File: src/rtl/fault_latch_sequencer.sv
// Fault-latch controller: sync/debounce of raw faults, sticky latches,
// first-fault capture, lamp-test window and clear handshake.
module fault_latch_sequencer #(
   parameter int N_FAULTS         = 8,
   parameter int DEBOUNCE_CYCLES  = 16,
   parameter int LAMP_TEST_CYCLES = 1000
) (
   input  logic                        clk,
   input  logic                        reset,
   input  logic [N_FAULTS-1:0]         fault_in,
   input  logic                        clear_req,
   input  logic                        lamp_test_req,
   output logic [N_FAULTS-1:0]         fault_latched,
   output logic                        fault_out,
   output logic [$clog2(N_FAULTS)-1:0] first_fault_idx,
   output logic                        first_fault_valid,
   output logic                        la_test,
   output logic                        clear_ack,
   output logic                        clear_nack,
   output logic                        busy
);

   localparam int IW  = $clog2(N_FAULTS);
   localparam int CW  = $clog2(DEBOUNCE_CYCLES + 1);
   localparam int LCW = $clog2(LAMP_TEST_CYCLES + 1);

   typedef enum logic [1:0] {RUN, LAMP_TEST, CLEAR} state_e;

   state_e                state_q, state_d;
   logic [N_FAULTS-1:0]   s1_q, s2_q;
   logic [CW-1:0]         cnt_q [N_FAULTS];
   logic [CW-1:0]         cnt_d [N_FAULTS];
   logic [N_FAULTS-1:0]   lat_q, lat_d;
   logic [IW-1:0]         idx_q, idx_d;
   logic                  val_q, val_d;
   logic                  la_q, la_d;
   logic                  ack_q, ack_d;
   logic                  nack_q, nack_d;
   logic                  clr_prev_q, lt_prev_q;
   logic [LCW-1:0]        lcnt_q, lcnt_d;

   logic [N_FAULTS-1:0]   qual, newb, base_lat;
   logic [IW-1:0]         lo_idx, base_idx;
   logic                  base_val, idle, clearing;
   logic                  clr_rise, lt_rise;

   assign clr_rise = clear_req & ~clr_prev_q;
   assign lt_rise  = lamp_test_req & ~lt_prev_q;

   always_comb begin
      idle = (s2_q == '0);
      for (int i = 0; i < N_FAULTS; i++) begin
         qual[i]  = (cnt_q[i] == CW'(DEBOUNCE_CYCLES));
         cnt_d[i] = '0;
         if (s2_q[i])
            cnt_d[i] = qual[i] ? cnt_q[i] : cnt_q[i] + CW'(1);
         if (cnt_q[i] != '0)
            idle = 1'b0;
      end
   end

   always_comb begin
      state_d  = state_q;
      la_d     = la_q;
      lcnt_d   = lcnt_q;
      ack_d    = 1'b0;
      nack_d   = 1'b0;
      clearing = 1'b0;
      unique case (state_q)
         RUN: begin
            if (lt_rise) begin
               state_d = LAMP_TEST;
               la_d    = 1'b1;
               lcnt_d  = LCW'(1);
               nack_d  = clr_rise;
            end else if (clr_rise) begin
               if (idle) state_d = CLEAR;
               else      nack_d  = 1'b1;
            end
         end
         LAMP_TEST: begin
            nack_d = clr_rise;
            if (lcnt_q == LCW'(LAMP_TEST_CYCLES)) begin
               state_d = RUN;
               la_d    = 1'b0;
            end else begin
               lcnt_d = lcnt_q + LCW'(1);
            end
         end
         CLEAR: begin
            clearing = 1'b1;
            ack_d    = 1'b1;
            state_d  = RUN;
         end
         default: state_d = RUN;
      endcase
   end

   // A qualification on the clear edge survives: set wins over clear.
   always_comb begin
      base_lat = clearing ? '0 : lat_q;
      base_val = clearing ? 1'b0 : val_q;
      base_idx = clearing ? '0 : idx_q;
      lat_d    = base_lat | qual;
      newb     = qual & ~base_lat;
      lo_idx   = '0;
      for (int i = N_FAULTS - 1; i >= 0; i--)
         if (newb[i]) lo_idx = IW'(i);
      idx_d = base_idx;
      val_d = base_val;
      if (!base_val && (newb != '0)) begin
         idx_d = lo_idx;
         val_d = 1'b1;
      end
   end

   always_ff @(posedge clk or negedge reset) begin
      if (!reset) begin
         state_q    <= RUN;
         s1_q       <= '0;
         s2_q       <= '0;
         lat_q      <= '0;
         idx_q      <= '0;
         val_q      <= 1'b0;
         la_q       <= 1'b0;
         ack_q      <= 1'b0;
         nack_q     <= 1'b0;
         clr_prev_q <= 1'b0;
         lt_prev_q  <= 1'b0;
         lcnt_q     <= '0;
         for (int i = 0; i < N_FAULTS; i++) cnt_q[i] <= '0;
      end else begin
         state_q    <= state_d;
         s1_q       <= fault_in;
         s2_q       <= s1_q;
         lat_q      <= lat_d;
         idx_q      <= idx_d;
         val_q      <= val_d;
         la_q       <= la_d;
         ack_q      <= ack_d;
         nack_q     <= nack_d;
         clr_prev_q <= clear_req;
         lt_prev_q  <= lamp_test_req;
         lcnt_q     <= lcnt_d;
         for (int i = 0; i < N_FAULTS; i++) cnt_q[i] <= cnt_d[i];
      end
   end

   assign fault_latched     = lat_q;
   assign fault_out         = |lat_q;
   assign first_fault_idx   = idx_q;
   assign first_fault_valid = val_q;
   assign la_test           = la_q;
   assign clear_ack         = ack_q;
   assign clear_nack        = nack_q;
   assign busy              = (state_q != RUN);

endmodule

File: config.mk
export PLATFORM = sky130hd
export DESIGN_NAME = fault_latch_sequencer
export DESIGN_NICKNAME = d
export VERILOG_FILES = /design/src/rtl/fault_latch_sequencer.sv
export SDC_FILE = /design/constraint.sdc
export NUM_CORES = 1
export LEC_CHECK = 0
export BUFFER_PORTS_ARGS = -buffer_cell sky130_fd_sc_hd__buf_4
export CAP_MARGIN = 30
export CORE_MARGIN = 2
export CORE_UTILIZATION = 45
export DETAILED_ROUTE_END_ITERATION = 10
export PLACE_DENSITY = 0.73
export SYNTH_ARGS = -nofsm -noshare
export SYNTH_HDL_FRONTEND = slang
export SYNTH_SLANG_ARGS = --single-unit
File: constraint.sdc
create_clock -name clk -period 2.96 [get_ports clk]
set_input_delay 0.296 -clock clk [delete_from_list [all_inputs] [get_ports clk]]
set_output_delay 0.296 -clock clk [all_outputs]
set_load 0.05 [all_outputs]
==> metrics list <==
- Worst path buffer plus inverter count: 1
* Slew margin rel.: 0.451
- Run status: finished, final reports clean
- For the final routed database, the setup TNS stands at 0 ns.
- Via count: 2,740
* Met3 track utilization from global routing: 0.0404
- The signal on the critical path passes through inv_1 -> ha_1 -> nand4bb_1 -> o221a_2 -> a41o_1 -> a32o_1.
* Endpoint of the worst register-to-register path: first_fault_idx[0]
- Filler cell count in the final layout: 789
* Sequential cell area: 2130 um2
* Global-route track usage on met2: 0.268
- Worst Path Class, Setup: register to register
- Yosys mapped the design onto 41 distinct sky130hd cell types.
- I/O Pins: 29
* Detailed-route wire length: 7360 um
- The Yosys step of the flow raised 0 warnings.
* Fraction of layout instances using a drive strength above 1: 0.123
- The final layout contains 439 nets.
* Worst IR drop on VDD: 0.000323 V
* TritonCTS clock tree: built
- Clock-pin slew was measured on the worst setup and hold paths at 0.09 ns.
* Routed WL per cell: 14.1 um
* Post-synthesis sequential element count: 85
- Worst clock skew: 0.00651 ns
- Power spread over the standard cell area amounts to 528 nW/um2.
- Worst endpoint data arrival time: 2.37 ns
* Startpoint of the most critical setup path: cnt_q[20]
* Worst-case reg-to-reg path depth: 6
- Dominant delay contributor by cell family on the critical path: compound AO/OA/AOI/OAI gates
* Worst hold path class: primary input to register
* Sequential share of the synthesized area: 0.530
- Global-route congestion overflow total: 0
- Placeable Area: 8680 um2
- In the finished design, the share of the clock period the worst path needs comes to 0.715.
* Global routing usage summed across all routing layers: 0.164
- Along the worst path, the maximum fanout reaches 11.
- Number of buffers added by the clock tree synthesis step: 9
- Before antenna repair, the detailed router went through 4 iterations.
* Net count of the mapped netlist: 408
* Total placed instance area: 4360 um2
- Entering global routing, the biggest net connects 58 pins.
- Most frequent cells in the layout: dfrtp_1, and2_1, nand2_1
- The count of final hold-check violations was 0.
* DIE WIDTH: 98.5 um
- The initial antenna violation count was 0.
* Max-slew violation count: 0
- Placement row count: 34
- Once the clock tree was built, the setup fixing pass inserted 0 buffers.
- In this run the static leakage power is 2.14 nW.
* Final setup viols: 0
- Vias in the first global route: 2,712
- At the worst endpoint, the required time is 3.21 ns.
- The die covers 9700 um2.
* Post-synthesis instance area: 4020 um2
* Remaining design rule violation count: 0
- The count of buffers added on input and output ports is 28.
- The slowest stage of the critical path is the o221a_2 cell.
- Longest individual stage delay on the worst path: 0.49 ns
- Maximum count of clock buffers along a single path: 2
- The clock tree synthesis step divided the H-tree into 3 levels.
- Effective utilization at floorplan: 0.463
- In the global route stage, met1 resource usage came out at 0.218.
* Gate Count Post-Synth: 378
- The die is 98.5 um tall.
- Final instance area: 4550 um2
* Number of DRC violations after detailed-routing iteration 0: 132
* Growth of design area from synthesis to finish: 13.3%
- The library cell used most frequently in the layout, excluding fill and tap cells, is dfrtp_1.
- Synthesized area divided by synthesized cell count: 10.6 um2
- The first global-routing pass estimated 12,700 um of wire.
- In this run the worst setup path terminates at first_fault_idx[0].
- The worst setup path is captured at a register.
* Beginning of the worst register-to-register path: cnt_q[20]
* Most Crowded Layer GR: met2
- DP Wirelength: 5430 um
- Once layout is complete, the utilization of the core stands at 0.524.
- Number of vias per cell after detailed routing: 5.25
- The worst setup path is launched from a register.
- At the pin with the least slew margin, the transition time is 0.823 ns.
* Max Freq: 473 MHz
- Sink Count: 85
* Max capacitance violation total: 0
* R2R Setup Slk: 0.84 ns
- The multi-input combinational cells in the finished layout cover a total of 1760 um2.
- Counting buffers and inverters, the worst setup path is 6 cells deep.
- Shortest clock period the worst path allows after layout: 2.12 ns
- Buffer type at the clock tree root: clkbuf_8
- Setup repair after global routing missed its margin: no
- RePlAce Congestion: 0.843
- Count of nets left with antenna violations after detail routing: 0
- The number of antenna diodes in the final layout is 0.
* Insertion delay of the later-clocked pin in the worst-skew pair: 0.35 ns
per-stage QoR:
step                hold WS (ns)  setup slack (ns)  power, W  std cells
global route              0.0124             0.729   0.00255        522
floorplan               0.000409              1.16   0.00156        378
detailed placement         0.256             0.882   0.00167        505
CTS                       0.0208             0.869   0.00244        522
finish                    0.0417             0.844   0.00240        522
global placement           0.334             0.961   0.00165        504
report_power, final:
part	leakage (nW)	total [W]	internal (W)	switching, W
clock	0.0893	0.000760	0.000333	0.000426
combinational	0.945	0.000303	0.000134	0.000169
sequential	1.10	0.00134	0.00125	0.0000893
total	2.14	0.00240	0.00172	0.000685
synthesized netlist by cell type:
master / instances / area (um2)
a21boi_0: 1 / 7.51
o22ai_1: 5 / 31.3
inv_1: 23 / 86.3
nand3_1: 19 / 95.1
nor4_4: 1 / 21.3
nor3_1: 1 / 5.00
or4_4: 1 / 11.3
nand2_1: 32 / 120
a32o_1: 1 / 10.0
or4_1: 2 / 15.0
nor4_1: 7 / 43.8
dfrtp_1: 85 / 2130
a2bb2oi_1: 1 / 8.76
ha_1: 18 / 225
o2111ai_2: 1 / 15.0
o221a_2: 1 / 11.3
o21ai_1: 1 / 5.00
or3_1: 4 / 25.0
o31a_1: 1 / 8.76
o221ai_1: 1 / 8.76
a2111oi_0: 1 / 8.76
nor2b_1: 11 / 68.8
a211oi_1: 1 / 7.51
xnor2_1: 24 / 210
mux2i_1: 5 / 50.1
clkbuf_1: 11 / 41.3
o21ai_0: 6 / 30.0
nand4_1: 6 / 37.5
and2_1: 33 / 206
and3_1: 5 / 31.3
xor2_1: 7 / 61.3
nor2_1: 20 / 75.1
nand2b_1: 3 / 18.8
or3b_1: 1 / 8.76
nor4b_4: 1 / 23.8
nand4bb_1: 8 / 90.1
a21o_1: 2 / 15.0
o31ai_1: 2 / 15.0
nor3b_1: 2 / 15.0
a41o_1: 1 / 10.0
a21oi_1: 22 / 110
registers in the layout (all words and copies together), names as in the netlist, 2 cells and up:
signal	cells
first_fault_idx	3
s2_q	8
lcnt_q	10
s1_q	8
state_q	2
cnt_q	40
fault_latched	8
routing by layer:
layer / part of all wire / routed length (um) / vias up
met5: 0 / 0 / -
met4: 0.012 / 87 / 0
met3: 0.032 / 237 / 11
met2: 0.50 / 3650 / 37
met1: 0.46 / 3390 / 1341
li1: - / - / 1351
worst register-to-register path, cell delays in order, from the launching register on:
cell and delay, ns:
dfrtp_1 0.40, inv_1 0.10, ha_1 0.17, nand4bb_1 0.40, o221a_2 0.49, a41o_1 0.25, a32o_1 0.20
how the worst min path moves through the flow:
stage	startpoint	endpoint	cells past startpoint
3_3_place_gp	s1_q[5]	s2_q[5]	0
5_1_grt	fault_in[2]	s1_q[2]	1
3_5_place_dp	reset	cnt_q[33]	1
4_1_cts	fault_in[2]	s1_q[2]	1
6_report	fault_in[4]	s1_q[4]	1
2_1_floorplan	reset	clear_ack	0
repair_timing:
item	in CTS	in global routing
endpoints found under the setup margin	0	0
gates resized for setup	0	0
endpoints found under the hold margin	28	0
hold buffers	1	0
cell families (layout without fill, tap and decap cells):
| logic type | after synthesis | count (layout) | synth area share |
|---|---|---|---|
| multiplexers | 5 | 5 | 0.0125 |
| flip-flops | 85 | 85 | 0.530 |
| AO/OA/AOI/OAI | 48 | 48 | 0.0754 |
| adder cells (fa/ha/maj) | 18 | 18 | 0.0561 |
| AND/OR/NAND/NOR | 157 | 157 | 0.227 |
| XOR/XNOR | 31 | 31 | 0.0676 |
| buffers and inverters | 34 | 70 | 0.0318 |
area by class of cell:
class	instances	area share
Sequential cell	85	0.468
Multi-Input combinational cell	259	0.387
Timing Repair Buffer	31	0.0561
Clock buffer	10	0.0303
Tap cell	108	0.0297
Inverter	23	0.0190
Clock inverter	6	0.0102
Power figures use the tool's default switching activity.
